### src/rtl/alu_mul_seq_pkg.sv
// Shared definitions for the multiply sequencer: ALU opcodes and the FSM
// state encoding the hazard unit decodes.
package alu_mul_seq_pkg;

    localparam logic [3:0] ALU_ADD = 4'h0;
    localparam logic [3:0] ALU_SUB = 4'h1;
    localparam logic [3:0] ALU_AND = 4'h2;
    localparam logic [3:0] ALU_OR  = 4'h3;
    localparam logic [3:0] ALU_XOR = 4'h4;

    // Two-bit encoding is fixed so external decoders can match on it.
    typedef enum logic [1:0] {
        ST_IDLE = 2'd0,
        ST_CALC = 2'd1,
        ST_DONE = 2'd2
    } mul_state_t;

endpackage

### src/rtl/alu_mul_seq_alu_src_mux.sv
// ALU input selector: pipeline controls pass through unless the multiply
// sequencer owns the ALU.
module alu_src_mux #(
    parameter int unsigned XLEN = 32
) (
    input  logic            seq_sel,
    input  logic [3:0]      pipe_alu_ctrl,
    input  logic [XLEN-1:0] pipe_op_a,
    input  logic [XLEN-1:0] pipe_op_b,
    input  logic [3:0]      seq_alu_ctrl,
    input  logic [XLEN-1:0] seq_op_a,
    input  logic [XLEN-1:0] seq_op_b,
    output logic [3:0]      alu_ctrl,
    output logic [XLEN-1:0] alu_op_a,
    output logic [XLEN-1:0] alu_op_b
);

    always_comb begin
        if (seq_sel) begin
            alu_ctrl = seq_alu_ctrl;
            alu_op_a = seq_op_a;
            alu_op_b = seq_op_b;
        end else begin
            alu_ctrl = pipe_alu_ctrl;
            alu_op_a = pipe_op_a;
            alu_op_b = pipe_op_b;
        end
    end

endmodule

### src/rtl/alu_mul_seq.sv
// Iterative shift-add multiplier that borrows the core's shared ALU for its
// accumulate step and stalls the execute stage while it does so.
module alu_mul_seq
    import alu_mul_seq_pkg::*;
#(
    parameter int unsigned XLEN  = 32,
    parameter int unsigned CNT_W = 6
) (
    input  logic             clk,
    input  logic             rstn,
    input  logic             req_valid,
    output logic             req_ready,
    input  logic [XLEN-1:0]  req_a,
    input  logic [XLEN-1:0]  req_b,
    output logic             resp_valid,
    input  logic             resp_ready,
    output logic [XLEN-1:0]  resp_data,
    output logic             pipe_stall,
    input  logic [3:0]       pipe_alu_ctrl,
    input  logic [XLEN-1:0]  pipe_op_a,
    input  logic [XLEN-1:0]  pipe_op_b,
    output logic [3:0]       alu_ctrl,
    output logic [XLEN-1:0]  alu_op_a,
    output logic [XLEN-1:0]  alu_op_b,
    input  logic [XLEN-1:0]  alu_res,
    output logic [CNT_W-1:0] iter_cnt
);

    mul_state_t state_q, state_d;

    logic [XLEN-1:0] mcand, mplier, acc;
    logic            seq_sel;

    always_ff @(posedge clk or negedge rstn) begin
        if (!rstn) state_q <= ST_IDLE;
        else       state_q <= state_d;
    end

    always_comb begin
        state_d = state_q;
        case (state_q)
            ST_IDLE: if (req_valid)     state_d = ST_CALC;
            ST_CALC: if (mplier == '0)  state_d = ST_DONE;
            ST_DONE: if (resp_ready)    state_d = ST_IDLE;
            default:                    state_d = ST_IDLE;
        endcase
    end

    always_comb begin
        req_ready  = 1'b0;
        resp_valid = 1'b0;
        pipe_stall = 1'b1;
        seq_sel    = 1'b1;
        case (state_q)
            ST_IDLE: begin
                req_ready  = 1'b1;
                pipe_stall = 1'b0;
                seq_sel    = 1'b0;
            end
            ST_DONE: resp_valid = 1'b1;
            default: ;
        endcase
    end

    // One multiplier bit per cycle; the loop ends as soon as no set bits remain.
    always_ff @(posedge clk or negedge rstn) begin
        if (!rstn) begin
            mcand     <= '0;
            mplier    <= '0;
            acc       <= '0;
            resp_data <= '0;
            iter_cnt  <= '0;
        end else begin
            case (state_q)
                ST_IDLE: begin
                    if (req_valid) begin
                        mcand    <= req_a;
                        mplier   <= req_b;
                        acc      <= '0;
                        iter_cnt <= '0;
                    end
                end
                ST_CALC: begin
                    if (mplier == '0) begin
                        resp_data <= acc;
                    end else begin
                        if (mplier[0]) acc <= alu_res;
                        mcand    <= mcand << 1;
                        mplier   <= mplier >> 1;
                        iter_cnt <= iter_cnt + CNT_W'(1);
                    end
                end
                default: ;
            endcase
        end
    end

    alu_src_mux #(
        .XLEN (XLEN)
    ) u_alu_src_mux (
        .seq_sel       (seq_sel),
        .pipe_alu_ctrl (pipe_alu_ctrl),
        .pipe_op_a     (pipe_op_a),
        .pipe_op_b     (pipe_op_b),
        .seq_alu_ctrl  (ALU_ADD),
        .seq_op_a      (acc),
        .seq_op_b      (mcand),
        .alu_ctrl      (alu_ctrl),
        .alu_op_a      (alu_op_a),
        .alu_op_b      (alu_op_b)
    );

endmodule

### config.mk
export PLATFORM = sky130hd
export DESIGN_NAME = alu_mul_seq
export DESIGN_NICKNAME = d
export VERILOG_FILES = /design/src/rtl/alu_mul_seq_pkg.sv /design/src/rtl/alu_mul_seq_alu_src_mux.sv /design/src/rtl/alu_mul_seq.sv
export SDC_FILE = /design/constraint.sdc
export NUM_CORES = 1
export LEC_CHECK = 0
export BUFFER_PORTS_ARGS = -buffer_cell sky130_fd_sc_hd__buf_2
export CORE_UTILIZATION = 50
export DETAILED_ROUTE_END_ITERATION = 12
export PLACE_DENSITY = 0.81
export SLEW_MARGIN = 20
export SYNTH_ARGS = -nofsm -noshare
export SYNTH_HDL_FRONTEND = slang
export SYNTH_SLANG_ARGS = --single-unit
### constraint.sdc
create_clock -name clk -period 2.3 [get_ports clk]
set_clock_uncertainty 0.15 [all_clocks]
set_input_delay 0.46 -clock clk [delete_from_list [all_inputs] [get_ports clk]]
set_output_delay 0.46 -clock clk [all_outputs]
set_load 0.05 [all_outputs]
==> key figures, run 1 <==
Global route
  • Overall routing resource usage: 29.6%
  • Antenna violations before repair: 3
  • Maximum number of pins on one net before global-route repair: 67
  • First-pass GRT wire length: around 34 mm
  • Overall overflow remaining after global route: 0
  • Vias in the first global route: 6601

Power
  • Final Power: 12.9 mW
  • Largest vdd supply drop: between 0.6 and 0.7 mV
  • Internal Dissipation: 7.32 mW
  • Leakage power figure: 4.90 nW
  • Switch Pwr: 5.55 mW
  • Power Density: 1290 nW/um2
  • Part of the power in combinational logic: 47.3%
  • Fraction of power spent switching nets: 43.1%
  • Part of the total power dissipated in the clock network: 21.5%
  • Share of total power in sequential cells: a little under a third

Placement
  • Global placement routability congestion: 0.827
  • Post-Place Cell Area: 8880 um2
  • Pre-CTS setup slack: between 0.1 and 0.15 ns
  • Count of buffers inserted at the top-level ports: 276
  • Number of placed cells counting well taps: approximately 1100
  • Placed wire-length estimate: 14.5 mm

Routing
  • Violation count after the first detailed-routing iteration: 408
  • Avg WL per Cell: approximately 19 um
  • Final routed DRC violation total: 0
  • DRT Wirelength: around 22 mm
  • Count of antenna-violating nets left after detailed routing: 0
  • Vias per cell: 5.74
  • Vias post-DR: 6687
  • Detailed-routing iteration count for the pre-antenna-repair pass: 5

Final layout
  • Layout-stage area growth over the synthesis result: 36.7%
  • Count of non-filler cells in the finished layout: 1164
  • Final Cell Area: 10000 um2
  • Leading cell types in the layout, fill and taps excluded: sky130_fd_sc_hd__buf_2 (207), sky130_fd_sc_hd__dfrtp_1 (136), sky130_fd_sc_hd__nor2_1 (124), sky130_fd_sc_hd__a211oi_1 (94), sky130_fd_sc_hd__nand2_1 (73)
  • Share of layout cells above drive strength 1: 48.4%
  • Nets@finish: 1138
  • Core utilization of the finished layout: between 70% and 80%
  • Most common cell after layout, fill and taps aside: sky130_fd_sc_hd__buf_2

Job
  • # Max-Cap Violations: 0

Outcome
  • Violated checks: setup timing
  • Status: complete, but fails checks

Yosys
  • Post-synthesis net count: 879
  • Number of synthesized register bits: between 100 and 150
  • Compound-gate portion of the synthesized area: ~16%
  • Number of enable-type register cells in the synthesized netlist: 0
  • Number of synthesis warnings: 0
  • Synthesized-area fraction occupied by adder cells: less than 1%
  • Simple-gate area share of the yosys netlist: 15.6%
  • Post-Synthesis Cells: between 700 and 800
  • Count of distinct cell types in the synthesized netlist: 36
  • Proportion of synthesized chip area in sequential cells: about 46%
  • Leading register cell type out of synthesis: sky130_fd_sc_hd__dfrtp_1
  • Main combinational cell family by area after synthesis: multiplexers
  • Avg Synthesized Cell Area: 10.3 um2
  • Share of synthesized flip-flops with an asynchronous set or reset: 100%
  • XOR/XNOR Fraction of Synth Area: 0.120%
  • Mux contribution to synthesized area: 16.7%
  • Synthesized area: 7320 um2

Critical path
  • Worst-path cell chain: nor2_4 -> inv_4 -> buf_12 -> mux2_2 -> buf_6
  • Required time reported for the critical path endpoint: 1.69 ns
  • Critical path's slowest cell: sky130_fd_sc_hd__dfrtp_1
  • Max FO, Critical Path: 18
  • Buffers and inverters on the worst path: 3
  • Kind of launch point of the worst setup path: register
  • Startpoint-to-endpoint class of the critical path: reg2out
  • Cell family contributing the most delay on the critical path: buffers and inverters
  • Worst Path Arrival: 1.71 ns
  • Endpoint class of the critical path: primary output
  • CP peak stage delay: approximately 0.40 ns

Floorplanning
  • Cell row count: 43
  • Floorplan die area: 15100 um2
  • Overall die width: 123 um
  • Placeable core region: 14100 um2
  • I/O pin total: about 280
  • Initial cell density of the core: 52.0%
  • Die height: between 100 and 150 um

Timing
  • Post-route setup TNS: -0.284 ns
  • Actual transition at the worst max-transition pin: between 0.6 and 0.7 ns
  • Clock period minus final worst setup slack: 2.32 ns
  • Maximum operating frequency: 430 MHz
  • Max-slew violation total from the final report: 0
  • Final critical-path setup slack: -0.0238 ns
  • Max-slew headroom at the worst pin: 56.0%
  • Final hold violation count: 0
  • Count of endpoints failing setup in the final report: 32
  • Setup repair after global routing missed its margin: yes
  • Period utilisation layout: 101%
  • Final worst hold slack: 0.0790 ns

Clocking
  • Clock tree root buffer cell: sky130_fd_sc_hd__clkbuf_16
  • Cts bufs inserted: 17
  • H-tree Lvls: 4
  • Insertion delay of the later-clocked pin in the worst-skew pair: roughly 0.42 ns
  • Maximum buffer depth of the clock tree: 2
  • CTS tree: done
  • CTS Sinks: 136
  • Register clock-pin slew on the reported worst setup and hold paths: 0.06 ns

Hold path
  • Path type of the worst min-delay path: in2reg
path summary, 6_finish.rpt:
| kind | start | end | slack (ns) | cells past startpoint |
|---|---|---|---|---|
| worst max-delay path | state_q[0] | alu_op_a[4] | -0.02 | 5 |
| worst min-delay path | resp_ready | state_q[1] | 0.08 | 2 |
| worst max register to register | mplier[4] | mcand[12] | 0.18 | 5 |
| worst min register to register | acc[21] | acc[21] | 0.34 | 2 |
| max in group asynchronous | rstn | acc[6] | 1.01 | 3 |
| min in group asynchronous | rstn | mplier[17] | 0.39 | 2 |
registers in the layout, summed over array words and instances (netlist names):
| register | cells |
|---|---|
| acc | 32 |
| mcand | 32 |
| mplier | 32 |
| resp_data | 32 |
| iter_cnt | 6 |
| state_q | 2 |
routing by layer:
layer / vias to the layer above / track usage (%) / routed length [um]
met4: 2 / 13.1 / 851
met1: 3251 / 36.2 / 8820
met5: - / 0 / 11
li1: 3074 / - / -
met2: 296 / 50.1 / 11200
met3: 64 / 6.60 / 1430
worst reg2reg max path, cell delays in order (launching register included):
cell and delay [ns]:
sky130_fd_sc_hd__dfrtp_1 0.40, sky130_fd_sc_hd__nor4_1 0.39, sky130_fd_sc_hd__and4_2 0.38, sky130_fd_sc_hd__buf_4 0.32
sky130_fd_sc_hd__a211oi_1 0.15, sky130_fd_sc_hd__a211oi_2 0.24
kinds of logic (layout without fill, tap and decap cells):
family          after synthesis  after routing
compound gates              138            138
xor+xnor                      1              1
fa+ha+maj                     1              1
buf+inv                      68            340
flops                       136            136
mux                          99             99
other cells                   0              2
simple gates                267            267
cell usage after synthesis, drive strengths merged, types with 2 or more instances:
cell type / instances / area [um2]
clkbuf: 25 / 93.8
mux2: 96 / 1190
nor3b: 2 / 15.0
buf: 41 / 272
mux2i: 3 / 30.0
nand2b: 2 / 12.5
nand3: 38 / 203
o21ai: 8 / 40.0
dfrtp: 136 / 3400
nor4: 9 / 56.3
a31oi: 3 / 18.8
nand4: 5 / 31.3
a211oi: 124 / 1080
inv: 2 / 7.50
and2: 5 / 31.3
nor2: 126 / 475
and4: 2 / 17.5
nand2: 74 / 278
power by group through the flow:
stage	clock, mW	combinational, mW	sequential (mW)
2_1_floorplan	0	4.00	3.90
3_3_place_gp	0	5.11	4.00
3_5_place_dp	0	5.23	4.02
4_1_cts	2.79	5.89	4.00
5_1_grt	2.90	6.48	4.12
6_report	2.76	6.08	4.02
area by class of cell:
type / instances / area [um2]
multi-input combinational: 506 / 3600
timing repair buffer: 306 / 2170
inverter: 2 / 10.0
clock inverter: 12 / 150
sequential: 136 / 3400
tap: 180 / 225
antenna: 2 / 5.00
clock buffer: 20 / 447
fill: 973 / 4090
what timing repair did:
action,in CTS,in global routing
cloned,1,0
hold buffers,1,0
pin swaps,1,1
endpoints found under the hold margin,43,0
setup endpoints to repair,66,70
gates resized for setup,115,41
buffers inserted,3,1
Note: power is estimated with default switching activity, not from simulation.
==> run 2, diff against run 1 <==
--- a/config.mk
+++ b/config.mk
@@ -6,9 +6,8 @@
 export NUM_CORES = 1
 export LEC_CHECK = 0
 export BUFFER_PORTS_ARGS = -buffer_cell sky130_fd_sc_hd__buf_2
-export CORE_UTILIZATION = 50
+export CORE_UTILIZATION = 30
 export DETAILED_ROUTE_END_ITERATION = 12
-export PLACE_DENSITY = 0.81
 export SLEW_MARGIN = 20
 export SYNTH_ARGS = -nofsm -noshare
 export SYNTH_HDL_FRONTEND = slang
==> run 2 against run 1 <==
  * Combinational power grew 1%
  * Flip-flop and latch count is the same
  * Highest routed layer unchanged
  * Fmax shrank 1.0%
  * Largest cell class unchanged
  * Routed wire length shrank 0.11%
  * Clock-buffer cell count shrank 1
  * First-iteration DRC count shrank 46%
  * Largest power group unchanged
  * Critical path type unchanged
  * The run still ends with setup timing left
  * Clock power grew 11%
  * Core utilization shrank 27 points
==> key figures, run 2 (same netlist as run 1, synthesis figures left out) <==
Timing
  • Clock period minus final worst setup slack: 2.35 ns (was 2.32 ns)
  • Post-route setup TNS: -0.961 ns (was -0.284 ns)
  • Final hold violation count: 0 (unchanged)
  • Period utilisation layout: 102% (was 101%)
  • Final critical-path setup slack: -0.0472 ns (was -0.0238 ns)
  • Actual transition at the worst max-transition pin: 0.438 ns (was 0.660 ns)
  • Max-slew headroom at the worst pin: 70.8% (was 56.0%)
  • Max-slew violation total from the final report: 0 (unchanged)
  • Setup repair after global routing missed its margin: yes (unchanged)
  • Maximum operating frequency: 426 MHz (was 430 MHz)
  • Count of endpoints failing setup in the final report: 54 (was 32)

Critical path
  • Buffers and inverters on the worst path: 3 (unchanged)
  • Cell family contributing the most delay on the critical path: buffers and inverters (unchanged)
  • Required time reported for the critical path endpoint: 1.69 ns (about the same)
  • Worst Path Arrival: 1.74 ns (was 1.71 ns)
  • Startpoint-to-endpoint class of the critical path: reg2out (unchanged)
  • Depth of the critical timing path with buffers and inverters included: 5 (unchanged)
  • Critical path's slowest cell: sky130_fd_sc_hd__dfrtp_1 (unchanged)
  • Endpoint class of the critical path: primary output (unchanged)
  • Worst-path cell chain: nor2_4 -> inv_4 -> buf_12 -> mux2_2 -> buf_6 (unchanged)
  • Max FO, Critical Path: 16 (was 18)
  • CP peak stage delay: 0.40 ns (about the same)
  • Number of cell instances on the worst register-to-register path: 5 (unchanged)
  • Kind of launch point of the worst setup path: register (unchanged)

Routing
  • Vias per cell: 4.88 (was 5.74)
  • Detailed-routing iteration count for the pre-antenna-repair pass: 4 (was 5)
  • Vias post-DR: 6376 (was 6687)
  • DRT Wirelength: 22.3 mm (about the same)
  • Avg WL per Cell: 17.0 um (was 19.1 um)
  • Count of antenna-violating nets left after detailed routing: 0 (unchanged)
  • Violation count after the first detailed-routing iteration: 220 (was 408)
  • Final routed DRC violation total: 0 (unchanged)

Final layout
  • Layout-stage area growth over the synthesis result: 41.9% (was 36.7%)
  • Share of layout cells above drive strength 1: 48.8% (was 48.4%)
  • Antenna cells: 0 (was 2)
  • Nets@finish: 1144 (was 1138)
  • Most common cell after layout, fill and taps aside: sky130_fd_sc_hd__buf_2 (unchanged)
  • Leading cell types in the layout, fill and taps excluded: sky130_fd_sc_hd__buf_2 (207), sky130_fd_sc_hd__dfrtp_1 (136), sky130_fd_sc_hd__nor2_1 (124), sky130_fd_sc_hd__a211oi_1 (94), sky130_fd_sc_hd__nand2_1 (73) (unchanged)

Clocking
  • CTS Sinks: 136 (unchanged)
  • Insertion delay of the later-clocked pin in the worst-skew pair: 0.41 ns (was 0.42 ns)
  • CTS tree: done (unchanged)
  • Maximum buffer depth of the clock tree: 2 (unchanged)
  • Cts bufs inserted: 17 (unchanged)
  • Clock tree root buffer cell: sky130_fd_sc_hd__clkbuf_16 (unchanged)
  • H-tree Lvls: 4 (unchanged)
  • Register clock-pin slew on the reported worst setup and hold paths: 0.06 ns (about the same)

Global route
  • Antenna violations before repair: 1 (was 3)
  • Overall overflow remaining after global route: 0 (unchanged)
  • Maximum number of pins on one net before global-route repair: 58 (was 67)
  • Vias in the first global route: 6367 (was 6601)
  • Overall routing resource usage: 17.7% (was 29.6%)
  • First-pass GRT wire length: 33.9 mm (was 34.0 mm)

Placement
  • Placed wire-length estimate: 14.7 mm (was 14.5 mm)
  • Count of buffers inserted at the top-level ports: 276 (unchanged)
  • Global placement routability congestion: 0.770 (was 0.827)

Power
  • Largest vdd supply drop: 0.723 mV (was 0.683 mV)
  • Final Power: 13.2 mW (was 12.9 mW)
  • Leakage power figure: 5.02 nW (was 4.90 nW)
  • Power Density: 1270 nW/um2 (was 1290 nW/um2)

Floorplanning
  • I/O pin total: 277 (unchanged)
  • Die height: 158 um (was 123 um)
  • Floorplan die area: 25000 um2 (was 15100 um2)
  • Placeable core region: 23700 um2 (was 14100 um2)
  • Initial cell density of the core: 30.9% (was 52.0%)
  • Cell row count: 56 (was 43)
  • Overall die width: 158 um (was 123 um)

Outcome
  • Status: complete, but fails checks (unchanged)
  • Violated checks: setup timing (unchanged)

Job
  • # Max-Cap Violations: 0 (unchanged)

Hold path
  • Count of cells along the worst hold path: 2 (unchanged)
  • Path type of the worst min-delay path: in2reg (unchanged)
-- run 2: cell count changes in the layout (fill, tap and decap cells not counted), sizes merged --
cell      change
bufinv        +2
clkbuf        -2
inv           +3
diode         -2
buf           +7
clkinvlp      -2
clkinv        -2
-- run 2: routing by layer --
metal / wire, um / global-route usage (%) / part of all wire [%] / up-vias
li1: - / - / - / 3077
met1: 9840 / 21.8 / 44 / 3088
met2: 10900 / 30.8 / 49 / 199
met3: 1340 / 4.60 / 6.0 / 10
met4: 118 / 3.94 / 0.53 / 2
met5: 13 / 0 / 0.058 / -
-- run 2: final timing paths --
path	from	endpoint	slack, ns
min in group asynchronous	rstn	acc[19]	0.37
worst min-delay path	resp_ready	state_q[1]	0.1
max in group asynchronous	rstn	resp_data[1]	0.97
worst max-delay path	state_q[0]	alu_op_a[13]	-0.05
worst min register to register	acc[5]	acc[5]	0.34
worst max register to register	mplier[31]	resp_data[28]	0.18
-- run 2: through the flow --
stage | setup slack (ns) | instances | hold WS (ns) | instance area [um2] | utilization (%)
after detailed placement | 0.122 | 1270 | 0.222 | 9170 | 38.7
after global placement | 0.133 | 1270 | 0.222 | 9170 | 38.7
after floorplan | 0.0390 | 710 | 0.0144 | 7320 | -
final | -0.0472 | 1307 | 0.0952 | 10400 | 43.9
after global routing | -0.113 | 1307 | 0.0944 | 10400 | 43.9
after CTS | -0.0877 | 1306 | 0.0769 | 10300 | 43.6
-- run 2: where the power goes --
group | internal (mW) | total [mW] | switching (mW) | leakage (nW)
logic | 2.44 | 6.16 | 3.71 | 3.02
clock network | 1.95 | 3.06 | 1.12 | 0.314
registers | 3.21 | 3.95 | 0.740 | 1.69
-- run 2: what timing repair did --
item / CTS / global route
cloned: 1 / 0
setup endpoints to repair: 68 / 73
hold endpoints to repair: 28 / 0
gates resized for setup: 142 / 19
pin swaps: 1 / 1
buffers inserted: 2 / 1
hold buffers: 1 / 0
-- run 2: final cells by class --
class                           count  area (um2)
Inverter                            2        10.0
Clock buffer                       19         433
Multi-Input combinational cell    506        3630
Sequential cell                   136        3400
Tap cell                          319         399
Clock inverter                     13         218
Timing Repair Buffer              312        2300
Fill cell                        2307       13300
==> run 3, diff against run 2 <==
--- a/config.mk
+++ b/config.mk
@@ -8,7 +8,9 @@
 export BUFFER_PORTS_ARGS = -buffer_cell sky130_fd_sc_hd__buf_2
 export CORE_UTILIZATION = 30
 export DETAILED_ROUTE_END_ITERATION = 12
+export PLACE_DENSITY = 0.55
 export SLEW_MARGIN = 20
 export SYNTH_ARGS = -nofsm -noshare
 export SYNTH_HDL_FRONTEND = slang
+export SYNTH_HIERARCHICAL = 1
 export SYNTH_SLANG_ARGS = --single-unit
==> run 3 against run 2 <==
  * The run still ends with setup timing left
  * Fmax about the same
  * Routed wire length down 0.16%
  * Flip-flop and latch count unchanged
  * Sequential share of layout area down 0.46 points
  * Total power down 1.3%
  * Core utilization down 1.9 points
  * Sequential power up 1%
  * Critical path depth unchanged
  * Clock power down 12%
  * Final area up 1.4%
  * Register-to-register slack worse by 0.03 ns
  * Worst hold slack better by 0.0071 ns
==> key figures, run 3 <==
Routing
  • Count of antenna-violating nets left after detailed routing: 0 (unchanged)
  • DRT Wirelength: 22.2 mm (was 22.3 mm)
  • Vias post-DR: 6368 (was 6376)
  • Detailed-routing iteration count for the pre-antenna-repair pass: 6 (was 4)
  • Vias per cell: 4.82 (was 4.88)
  • Violation count after the first detailed-routing iteration: 216 (was 220)
  • Final routed DRC violation total: 0 (unchanged)
  • Avg WL per Cell: 16.8 um (was 17.0 um)

Final layout
  • Area of all sequential standard cells: 3400 um2 (unchanged)
  • Final Cell Area: 10500 um2 (was 10400 um2)
  • Most common cell after layout, fill and taps aside: sky130_fd_sc_hd__buf_2 (unchanged)
  • Layout-stage area growth over the synthesis result: 37.9% (was 41.9%)
  • Filler Cells Inserted: 2483 (was 2307)
  • Leading cell types in the layout, fill and taps excluded: sky130_fd_sc_hd__buf_2 (207), sky130_fd_sc_hd__dfrtp_1 (136), sky130_fd_sc_hd__nor2_1 (124), sky130_fd_sc_hd__nand2_1 (73), sky130_fd_sc_hd__a211oi_1 (64) (was sky130_fd_sc_hd__buf_2 (207), sky130_fd_sc_hd__dfrtp_1 (136), sky130_fd_sc_hd__nor2_1 (124), sky130_fd_sc_hd__a211oi_1 (94), sky130_fd_sc_hd__nand2_1 (73))
  • Share of layout cells above drive strength 1: 52.9% (was 48.8%)
  • Area of the multi-input gates: 3860 um2 (was 3630 um2)
  • Count of non-filler cells in the finished layout: 1320 (was 1307)
  • Nets@finish: 1143 (was 1144)

Yosys
  • Post-Synthesis Cells: 705 (was 710)
  • Number of synthesized register bits: 136 (unchanged)
  • Synthesized area: 7640 um2 (was 7320 um2)
  • Largest area contributor in the synthesized netlist: sky130_fd_sc_hd__dfrtp_1 (unchanged)
  • Ranking of synthesized cells by area: sky130_fd_sc_hd__dfrtp_1 (45%), sky130_fd_sc_hd__a211oi_2 (9.8%), sky130_fd_sc_hd__mux2_4 (9.6%) (was sky130_fd_sc_hd__dfrtp_1 (46%), sky130_fd_sc_hd__mux2_2 (10%), sky130_fd_sc_hd__a211oi_1 (9.6%))
  • Avg Synthesized Cell Area: 10.8 um2 (was 10.3 um2)
  • Most frequent cells after synthesis: sky130_fd_sc_hd__dfrtp_1 (136), sky130_fd_sc_hd__nor2_1 (126), sky130_fd_sc_hd__nand2_1 (74) (was sky130_fd_sc_hd__dfrtp_1 (136), sky130_fd_sc_hd__nor2_1 (125), sky130_fd_sc_hd__a211oi_1 (94))
  • Number of enable-type register cells in the synthesized netlist: 0 (unchanged)
  • Proportion of synthesized chip area in sequential cells: 44.5% (was 46.5%)
  • Share of synthesized flip-flops with an asynchronous set or reset: 100% (unchanged)
  • Count of distinct cell types in the synthesized netlist: 37 (was 36)
  • Share of Yosys cell area claimed by the top area cell type: 44.5% (was 46.5%)
  • Most used standard cell by instance count after synthesis: sky130_fd_sc_hd__dfrtp_1 (unchanged)
  • Number of synthesis warnings: 6 (was 0)
  • Leading register cell type out of synthesis: sky130_fd_sc_hd__dfrtp_1 (unchanged)

Timing
  • Setup repair after global routing missed its margin: yes (unchanged)
  • Max-slew headroom at the worst pin: 64.0% (was 70.8%)
  • Final hold violation count: 0 (unchanged)
  • Final worst hold slack: 0.102 ns (was 0.0952 ns)
  • Period utilisation layout: 102% (about the same)
  • Count of endpoints failing setup in the final report: 43 (was 54)
  • Maximum operating frequency: 426 MHz (about the same)
  • Max-slew violation total from the final report: 0 (unchanged)
  • Clock period minus final worst setup slack: 2.35 ns (about the same)
  • Actual transition at the worst max-transition pin: 0.540 ns (was 0.438 ns)
  • Final critical-path setup slack: -0.0485 ns (was -0.0472 ns)

Global route
  • Maximum number of pins on one net before global-route repair: 51 (was 58)
  • First-pass GRT wire length: 34.6 mm (was 33.9 mm)
  • Antenna violations before repair: 3 (was 1)
  • Overall overflow remaining after global route: 0 (unchanged)
  • Overall routing resource usage: 17.0% (was 17.7%)
  • Vias in the first global route: 6259 (was 6367)

Placement
  • Post-Place Cell Area: 9500 um2 (was 9170 um2)
  • Placed wire-length estimate: 15.3 mm (was 14.7 mm)
  • Pre-CTS setup slack: 0.117 ns (was 0.122 ns)
  • Count of buffers inserted at the top-level ports: 276 (unchanged)
  • Number of placed cells counting well taps: 1281 (was 1270)
  • Global placement routability congestion: 0.755 (was 0.770)

Critical path
  • Required time reported for the critical path endpoint: 1.69 ns (about the same)
  • Max FO, Critical Path: 24 (was 16)
  • Kind of launch point of the worst setup path: register (unchanged)
  • Reg-to-reg critical path endpoint: iter_cnt[5] (was resp_data[28])
  • Startpoint of the lowest-slack register-to-register path: mplier[7] (was mplier[31])
  • Startpoint-to-endpoint class of the critical path: reg2out (unchanged)
  • Worst Path Arrival: 1.74 ns (about the same)
  • Worst setup slack for register-to-register paths: 0.15 ns (was 0.18 ns)
  • Endpoint class of the critical path: primary output (unchanged)
  • Number of cell instances on the worst register-to-register path: 5 (unchanged)

Clocking
  • H-tree Lvls: 4 (unchanged)
  • Cts bufs inserted: 17 (unchanged)
  • Register clock-pin slew on the reported worst setup and hold paths: 0.07 ns (was 0.06 ns)
  • CTS tree: done (unchanged)
  • Clock tree root buffer cell: sky130_fd_sc_hd__clkbuf_16 (unchanged)
  • CTS Sinks: 136 (unchanged)
  • Maximum buffer depth of the clock tree: 2 (unchanged)
  • Insertion delay of the later-clocked pin in the worst-skew pair: 0.42 ns (was 0.41 ns)

Floorplanning
  • Die height: 162 um (was 158 um)
  • Floorplan die area: 26100 um2 (was 25000 um2)
  • Overall die width: 162 um (was 158 um)
  • I/O pin total: 277 (unchanged)
  • Initial cell density of the core: 30.4% (was 30.9%)
  • Cell row count: 58 (was 56)
  • Placeable core region: 25100 um2 (was 23700 um2)

Job
  • # Max-Cap Violations: 0 (unchanged)

Power
  • Largest vdd supply drop: 0.668 mV (was 0.723 mV)
  • Final Power: 13.0 mW (was 13.2 mW)
  • Leakage power figure: 5.02 nW (about the same)
  • Power Density: 1230 nW/um2 (was 1270 nW/um2)

Hold path
  • Count of cells along the worst hold path: 3 (was 2)
  • Path type of the worst min-delay path: in2reg (unchanged)
  • Start point of the worst min-delay path: alu_res[10] (was resp_ready)
  • Worst hold path endpoint: acc[10] (was state_q[1])

Outcome
  • Status: complete, but fails checks (unchanged)
  • Violated checks: setup timing (unchanged)
-- run 3: cell count changes after synthesis, moves of 8 or more --
cell,delta
sky130_fd_sc_hd__a211oi_1,-30
sky130_fd_sc_hd__a211oi_2,+30
sky130_fd_sc_hd__mux2_4,+20
sky130_fd_sc_hd__mux2_2,-16
sky130_fd_sc_hd__nor4_1,-8
sky130_fd_sc_hd__nor4_2,+8
-- run 3: what timing repair did --
action | CTS | global route
resized for setup | 110 | 26
hold endpoints to repair | 28 | 0
hold buffers | 1 | 0
endpoints found under the setup margin | 68 | 70
pin swaps | 1 | 1
buffers inserted | 1 | 2
-- run 3: through the flow --
stage	utilization (%)	TNS (ns)
floorplan	-	-12.98
global placement	37.9	0
detailed placement	37.9	0
CTS	41.5	-3.25
global route	42.0	-5.07
finish	42.0	-0.637
-- run 3: cell families after synthesis --
| logic type | synth area share, % |
|---|---|
| AOI/OAI and AO/OA | 17.3 |
| xor gates and xnor gates | 0.115 |
| adders and majority gates | 0.164 |
| buffers and inverters | 5.57 |
| DFF | 44.5 |
| muxes | 17.5 |
| other | 0.0491 |
| and+or+nand+nor | 14.8 |
-- run 3: how the worst max path moves through the flow --
stage | end | slack (ns) | from | depth (start not counted)
3_5_place_dp | iter_cnt[4] | 0.12 | mplier[7] | 5
4_1_cts | alu_op_a[2] | -0.08 | state_q[1] | 5
5_1_grt | alu_op_a[2] | -0.11 | state_q[1] | 5
2_1_floorplan | alu_op_a[13] | -0.26 | state_q[0] | 6
3_3_place_gp | iter_cnt[4] | 0.14 | mplier[7] | 5
6_report | alu_op_a[2] | -0.05 | state_q[1] | 5
-- run 3: layout make-up --
class                      count  area share, %
inverter                       4          0.190
multi-input combinational    504           36.7
sequential                   136           32.3
clock inverter                15           1.38
clock buffer                  17           4.04
timing repair buffer         311           21.5
tap                          330           3.92
antenna                        3         0.0712
-- run 3: metal layers --
metal / up-vias / routed length [um] / track usage, %
met5: - / 0 / 0
met4: 0 / 275 / 4.80
met3: 18 / 1220 / 3.72
met2: 235 / 10900 / 28.8
met1: 3035 / 9860 / 21.7
li1: 3080 / - / -
-- run 3: power breakdown --
part / switching, mW / internal, mW / leakage, nW / total, mW
logic: 3.73 / 2.60 / 3.06 / 6.33
clock network: 1.24 / 1.45 / 0.275 / 2.69
registers: 0.781 / 3.20 / 1.69 / 3.99
total: 5.75 / 7.25 / 5.02 / 13.0
-- run 3: worst max-delay path: stages (launching register included) --
cell and delay, ns:
sky130_fd_sc_hd__dfrtp_1 0.41, sky130_fd_sc_hd__nor2_4 0.15, sky130_fd_sc_hd__clkinv_4 0.09, sky130_fd_sc_hd__buf_12 0.17, sky130_fd_sc_hd__mux2_2 0.33, sky130_fd_sc_hd__buf_6 0.16
